File: config.mk
export PLATFORM = sky130hd
export DESIGN_NAME = input_conditioner
export DESIGN_NICKNAME = d
export VERILOG_FILES = /design/src/rtl/traffic_pkg.sv /design/src/rtl/debounce_channel.sv /design/src/rtl/input_conditioner.sv
export SDC_FILE = /design/constraint.sdc
export NUM_CORES = 1
export LEC_CHECK = 0
export ABC_AREA = 1
export ABC_CLOCK_PERIOD_IN_PS = 1600
export CAP_MARGIN = 40
export CORE_ASPECT_RATIO = 1.75
export CORE_UTILIZATION = 45
export CTS_CLUSTER_DIAMETER = 50
export CTS_CLUSTER_SIZE = 20
export DETAILED_ROUTE_END_ITERATION = 10
export GPL_TIMING_DRIVEN = 0
export SETUP_SLACK_MARGIN = 0.3
export SLEW_MARGIN = 5
export SYNTH_ARGS = -nofsm -noshare
export SYNTH_HDL_FRONTEND = slang
export SYNTH_SLANG_ARGS = --single-unit
File: constraint.sdc
create_clock -name clk -period 1.6 [get_ports clk]
set_input_delay 0.32 -clock clk [delete_from_list [all_inputs] [get_ports clk]]
set_output_delay 0.32 -clock clk [all_outputs]
set_load 0.02 [all_outputs]
File: src/rtl/traffic_pkg.sv
// Shared traffic-controller types: input-channel FSM states, light states and
// default conditioning parameters.
package traffic_pkg;

  localparam int unsigned DEBOUNCE_DEFAULT  = 4;
  localparam int unsigned STUCK_DEFAULT     = 255;
  localparam int unsigned EMER_HOLD_DEFAULT = 8;

  typedef enum logic [2:0] {
    CH_IDLE    = 3'd0,
    CH_ARM     = 3'd1,
    CH_PRESSED = 3'd2,
    CH_REL     = 3'd3,
    CH_FAULT   = 3'd4
  } ch_state_e;

  typedef enum logic [1:0] {
    LIGHT_GREEN   = 2'd0,
    LIGHT_YELLOW  = 2'd1,
    LIGHT_RED     = 2'd2,
    LIGHT_ALL_RED = 2'd3
  } light_e;

endpackage

File: src/rtl/debounce_channel.sv
// One conditioned input: 2-flop synchroniser, debounce FSM, optional stuck
// detection (pedestrian) or minimum high hold (emergency).
module debounce_channel
  import traffic_pkg::*;
#(
  parameter int unsigned DEBOUNCE = DEBOUNCE_DEFAULT,
  parameter int unsigned STUCK    = STUCK_DEFAULT,
  parameter int unsigned HOLD     = EMER_HOLD_DEFAULT,
  parameter bit          STUCK_EN = 1'b1
) (
  input  logic clk,
  input  logic reset_n,
  input  logic raw,
  output logic level,
  output logic stuck
);

  // The high-time counter measures stuck time or emergency hold, never both.
  localparam int unsigned HLIM = STUCK_EN ? STUCK : HOLD;
  localparam int unsigned CW   = $clog2(DEBOUNCE) + 1;
  localparam int unsigned HW   = $clog2(HLIM) + 1;
  localparam logic [CW-1:0] CNT_MAX  = CW'(DEBOUNCE);
  localparam logic [HW-1:0] HCNT_MAX = HW'(HLIM);

  logic [1:0]    sync_q;
  logic          smp;
  ch_state_e     state_q, state_d;
  logic [CW-1:0] cnt_q, cnt_d, cnt_inc;
  logic [HW-1:0] hcnt_q, hcnt_d, hcnt_inc;
  logic          level_d, stuck_d;
  logic          deb_done, hcnt_done;

  assign smp       = sync_q[1];
  assign cnt_inc   = (cnt_q == CNT_MAX) ? cnt_q : cnt_q + CW'(1);
  assign hcnt_inc  = (hcnt_q == HCNT_MAX) ? hcnt_q : hcnt_q + HW'(1);
  assign deb_done  = (cnt_inc == CNT_MAX);
  assign hcnt_done = (hcnt_inc == HCNT_MAX);

  // Next-state and next-output decode
  always_comb begin
    state_d = state_q;
    cnt_d   = cnt_q;
    hcnt_d  = hcnt_q;
    stuck_d = stuck;
    case (state_q)
      CH_IDLE: begin
        cnt_d = '0;
        if (smp) begin
          state_d = CH_ARM;
          cnt_d   = CW'(1);
        end
      end
      CH_ARM: begin
        if (!smp) begin
          state_d = CH_IDLE;
          cnt_d   = '0;
        end else if (deb_done) begin
          state_d = CH_PRESSED;
          cnt_d   = '0;
          hcnt_d  = '0;
        end else begin
          cnt_d = cnt_inc;
        end
      end
      CH_PRESSED: begin
        hcnt_d = hcnt_inc;
        if (STUCK_EN && hcnt_done) begin
          state_d = CH_FAULT;
          cnt_d   = '0;
          stuck_d = 1'b1;
        end else if (!smp && (STUCK_EN || hcnt_done)) begin
          state_d = CH_REL;
          cnt_d   = CW'(1);
        end
      end
      CH_REL: begin
        hcnt_d = hcnt_inc;
        if (STUCK_EN && hcnt_done) begin
          state_d = CH_FAULT;
          cnt_d   = '0;
          stuck_d = 1'b1;
        end else if (smp) begin
          state_d = CH_PRESSED;
          cnt_d   = '0;
        end else if (deb_done) begin
          state_d = CH_IDLE;
          cnt_d   = '0;
        end else begin
          cnt_d = cnt_inc;
        end
      end
      CH_FAULT: begin
        if (smp) begin
          cnt_d = '0;
        end else if (deb_done) begin
          state_d = CH_IDLE;
          cnt_d   = '0;
          stuck_d = 1'b0;
        end else begin
          cnt_d = cnt_inc;
        end
      end
      default: begin
        state_d = CH_IDLE;
        cnt_d   = '0;
        hcnt_d  = '0;
        stuck_d = 1'b0;
      end
    endcase
    level_d = (state_d == CH_PRESSED) || (state_d == CH_REL);
  end

  always_ff @(posedge clk or negedge reset_n) begin
    if (!reset_n) begin
      sync_q  <= '0;
      state_q <= CH_IDLE;
      cnt_q   <= '0;
      hcnt_q  <= '0;
      level   <= 1'b0;
      stuck   <= 1'b0;
    end else begin
      sync_q  <= {sync_q[0], raw};
      state_q <= state_d;
      cnt_q   <= cnt_d;
      hcnt_q  <= hcnt_d;
      level   <= level_d;
      stuck   <= stuck_d;
    end
  end

endmodule

File: src/rtl/input_conditioner.sv
// Conditions the two pedestrian buttons and two emergency requests for the
// traffic controller; four independent channels, no arbitration.
module input_conditioner
  import traffic_pkg::*;
#(
  parameter int unsigned DEBOUNCE  = DEBOUNCE_DEFAULT,
  parameter int unsigned STUCK     = STUCK_DEFAULT,
  parameter int unsigned EMER_HOLD = EMER_HOLD_DEFAULT
) (
  input  logic       clk,
  input  logic       reset_n,
  input  logic       T1pedButton_raw,
  input  logic       T2pedButton_raw,
  input  logic       Emergency_Left_raw,
  input  logic       Emergency_Right_raw,
  output logic       T1pedButton,
  output logic       T2pedButton,
  output logic       Emergency_Left,
  output logic       Emergency_Right,
  output logic [1:0] stuckFault
);

  logic [1:0] emer_stuck_unused;

  debounce_channel #(
    .DEBOUNCE(DEBOUNCE), .STUCK(STUCK), .HOLD(EMER_HOLD), .STUCK_EN(1'b1)
  ) u_t1 (
    .clk(clk), .reset_n(reset_n), .raw(T1pedButton_raw),
    .level(T1pedButton), .stuck(stuckFault[0])
  );

  debounce_channel #(
    .DEBOUNCE(DEBOUNCE), .STUCK(STUCK), .HOLD(EMER_HOLD), .STUCK_EN(1'b1)
  ) u_t2 (
    .clk(clk), .reset_n(reset_n), .raw(T2pedButton_raw),
    .level(T2pedButton), .stuck(stuckFault[1])
  );

  debounce_channel #(
    .DEBOUNCE(DEBOUNCE), .STUCK(STUCK), .HOLD(EMER_HOLD), .STUCK_EN(1'b0)
  ) u_emer_left (
    .clk(clk), .reset_n(reset_n), .raw(Emergency_Left_raw),
    .level(Emergency_Left), .stuck(emer_stuck_unused[0])
  );

  debounce_channel #(
    .DEBOUNCE(DEBOUNCE), .STUCK(STUCK), .HOLD(EMER_HOLD), .STUCK_EN(1'b0)
  ) u_emer_right (
    .clk(clk), .reset_n(reset_n), .raw(Emergency_Right_raw),
    .level(Emergency_Right), .stuck(emer_stuck_unused[1])
  );

endmodule

==> run metrics <==
setup violators final 37; Final Skew 3.32 ps; clock period minus worst slack between 1500 and 2000 ps; Core Region between 8000 and 9000 µm²; CP endpoint kind register; Avg Inst Size Synth approximately 7.8 µm²; GRT Residual Overflow 0; worst vdd ir 1190 µV; Die Wd 71.9 µm; drt total wl ~9800 µm; final hold slack approximately 94 ps; CP arrival 2120 ps; Max Fclk about 0.53 GHz; DRC viols 0; row cnt 44; most common flop cell mapped by yosys dfrtp_1; Post-synth EDFFs 0; routed length per instance roughly 14 µm; fin worst setup slack -296 ps; Inserted Clock Buffers 9; r2r startpoint u_t1.hcnt_q[0]; R2R Path End u_t1.state_q[1]; Ant. Diodes 0; most common cell after layout, fill and taps aside nand2_1; worst min-delay path category in -> async; Syn Inst Count between 400 and 500; final hold vios 0; worst skew pair latency between 300 and 400 ps; Starting Density between 40% and 50%; # IOs 12; most frequent cells in the layout 72 x nand2_1, 59 x dfrtp_1, 58 x inv_1, 48 x buf_4, 30 x nor2_1; Synth async-reset ratio 100%; WP data required 1820 ps; maxcap violations 0; Tcrit/Tclk final 118%; PwrDens ~1500 nW/µm²; first-pass detailed-route iteration total 4; Via Count ~3600; Worst Max-Slew Pin Slew a little over 800 ps; sequential element share of the synthesized area 41.7%; IO buf count 11; CP max FO 5; Yosys warning count 0; LEAKAGE about 2.5 nW; FF-to-FF setup slack -300 ps; Worst-path clk slew 50 ps; post-synthesis net count slightly above 500; initial DRC count 156; Layout Area Growth over Synthesis 44.4%; Global Route Usage Sum 22.7%; filler instances approximately 670; final slew viol count 0; CTS HTree Levels 3; clock sink count 64; FF+latch count, synth 64; first-pass GRT wire length roughly 16000 µm; CTS tree built; RSZ-0062 raised after global routing yes; failing checks setup timing; die height around 120 µm; pin count of the biggest net entering global routing 65; Nets 589; ANT nets after route 0; vias in the first global route 3686; WS Path Type reg -> reg; Netlist Area Pre-Place approximately 3800 µm²; Cell variety after synth 40; initial antenna violation count 0; Root Buffer clkbuf_16; Die Area 8930 µm²; nature of the critical path startpoint register; outcome complete, but fails checks; placed cells between 600 and 700; ratio of cells with drive above 1 in the final layout 42.2%; dpl hpwl just under 6000 µm; worst-case reg-to-reg path depth 12; Non-Filler Instances about 690; relative slew slack between 40% and 50%; via/cell ratio between 5 and 6; GP Congestion roughly 0.85; Max clock buf depth 2
cell usage after synthesis (2+ instances only):
master,instances,share of area [%]
inv_1,80,7.8
dfrtp_1,64,42
o21ai_1,4,0.52
nand2_1,98,9.6
o21ai_2,4,0.91
ha_1,14,4.6
o31ai_1,2,0.39
nand3_4,2,0.91
o21bai_1,3,0.59
inv_2,3,0.29
nand3_2,4,1.0
nand3b_1,3,0.59
o21ai_0,31,4.0
xor2_1,12,2.7
clkbuf_1,2,0.20
nor3_1,7,0.91
nor2_1,41,4.0
o32ai_1,2,0.46
nand2_4,3,0.88
o22ai_1,7,1.1
nand3_1,47,6.1
nand4_1,11,1.8
buf_4,2,0.39
nor2_2,5,0.81
nor2_4,5,1.5
a21oi_1,12,1.6
a21o_1,3,0.59
o221ai_1,2,0.46
nand2_2,7,1.1
power by group:
part | switching (mW) | leakage (nW) | internal (mW)
clock network | 0.695 | 0.145 | 1.23
logic | 2.21 | 1.56 | 1.85
registers | 0.336 | 0.828 | 1.95
total | 3.24 | 2.54 | 5.02
cell type report:
| cell class | count | area [µm²] | area share (%) |
|---|---|---|---|
| Inverter | 83 | 314 | 5.66 |
| Multi-Input combinational cell | 341 | 2600 | 46.9 |
| Sequential cell | 64 | 1610 | 29.0 |
| Tap cell | 115 | 144 | 2.59 |
| Buffer | 4 | 26.3 | 0.473 |
| Clock buffer | 11 | 243 | 4.37 |
| Timing Repair Buffer | 66 | 568 | 10.2 |
| Clock inverter | 4 | 45.0 | 0.812 |
how the worst max path moves through the flow:
| stage | start | endpoint | slack [ps] | depth (start not counted) |
|---|---|---|---|---|
| final | u_t1.hcnt_q[0] | u_t1.state_q[1] | -300 | 12 |
| after global routing | u_t1.hcnt_q[0] | u_t1.cnt_q[0] | -410 | 14 |
| after CTS | u_t1.hcnt_q[1] | u_t1.cnt_q[0] | -300 | 14 |
| after detailed placement | u_t1.hcnt_q[0] | u_t1.state_q[1] | -370 | 11 |
| after global placement | reset_n | u_t2.cnt_q[2] | -2020 | 1 |
| after floorplan | u_t1.hcnt_q[1] | u_t1.cnt_q[0] | -100 | 14 |
registers in the layout (all words and copies together) (netlist names), 4 cells and up:
signal	count
u_emer_left.hcnt_q	4
u_emer_right.hcnt_q	4
u_t1.hcnt_q	9
u_t2.hcnt_q	9
logic make-up after synthesis:
kind of cell,Yosys count,synth area share [%]
buf+inv,87,8.69
fa+ha+maj,14,4.56
compound gates,77,12.4
flops,64,41.7
xor+xnor,12,2.73
simple gates,237,30.0
critical path: stages, from the launching register on:
cell and delay [ps]:
dfrtp_1 400, ha_4 170, nand2_4 70, nor2_4 160, buf_4 140, nand2_1 60, nand2_2 110, nand3_2 120
nor2_4 130, nand2_4 90, nand2_2 100, o21ai_2 70, a21o_1 160
metal layers:
metal / GRT usage, % / wire, µm
met5: 0 / 0
met4: 13.8 / 307
met1: 23.5 / 3610
met3: 2.51 / 179
met2: 42.0 / 5660
through the flow:
step,utilization [%],instance area [µm²],setup TNS [ps],setup slack [ps],power [mW]
floorplan,-,4000,-987,-101,4.05
global placement,51.2,4260,-138950,-2020,4.58
detailed placement,51.2,4260,-10400,-366,4.63
CTS,62.9,5230,-6220,-305,7.72
global route,66.8,5550,-9900,-408,8.76
finish,66.8,5550,-5570,-296,8.27
repair_timing:
| action | 4_1_cts | 5_1_grt |
|---|---|---|
| cloned | 1 | 0 |
| buffers inserted | 40 | 15 |
| pin swaps | 51 | 39 |
| endpoints found under the setup margin | 62 | 58 |
| endpoints found under the hold margin | 0 | 0 |
| hold buffers | 0 | 0 |
| resized for setup | 114 | 62 |
(Power assumes the default switching activity.)
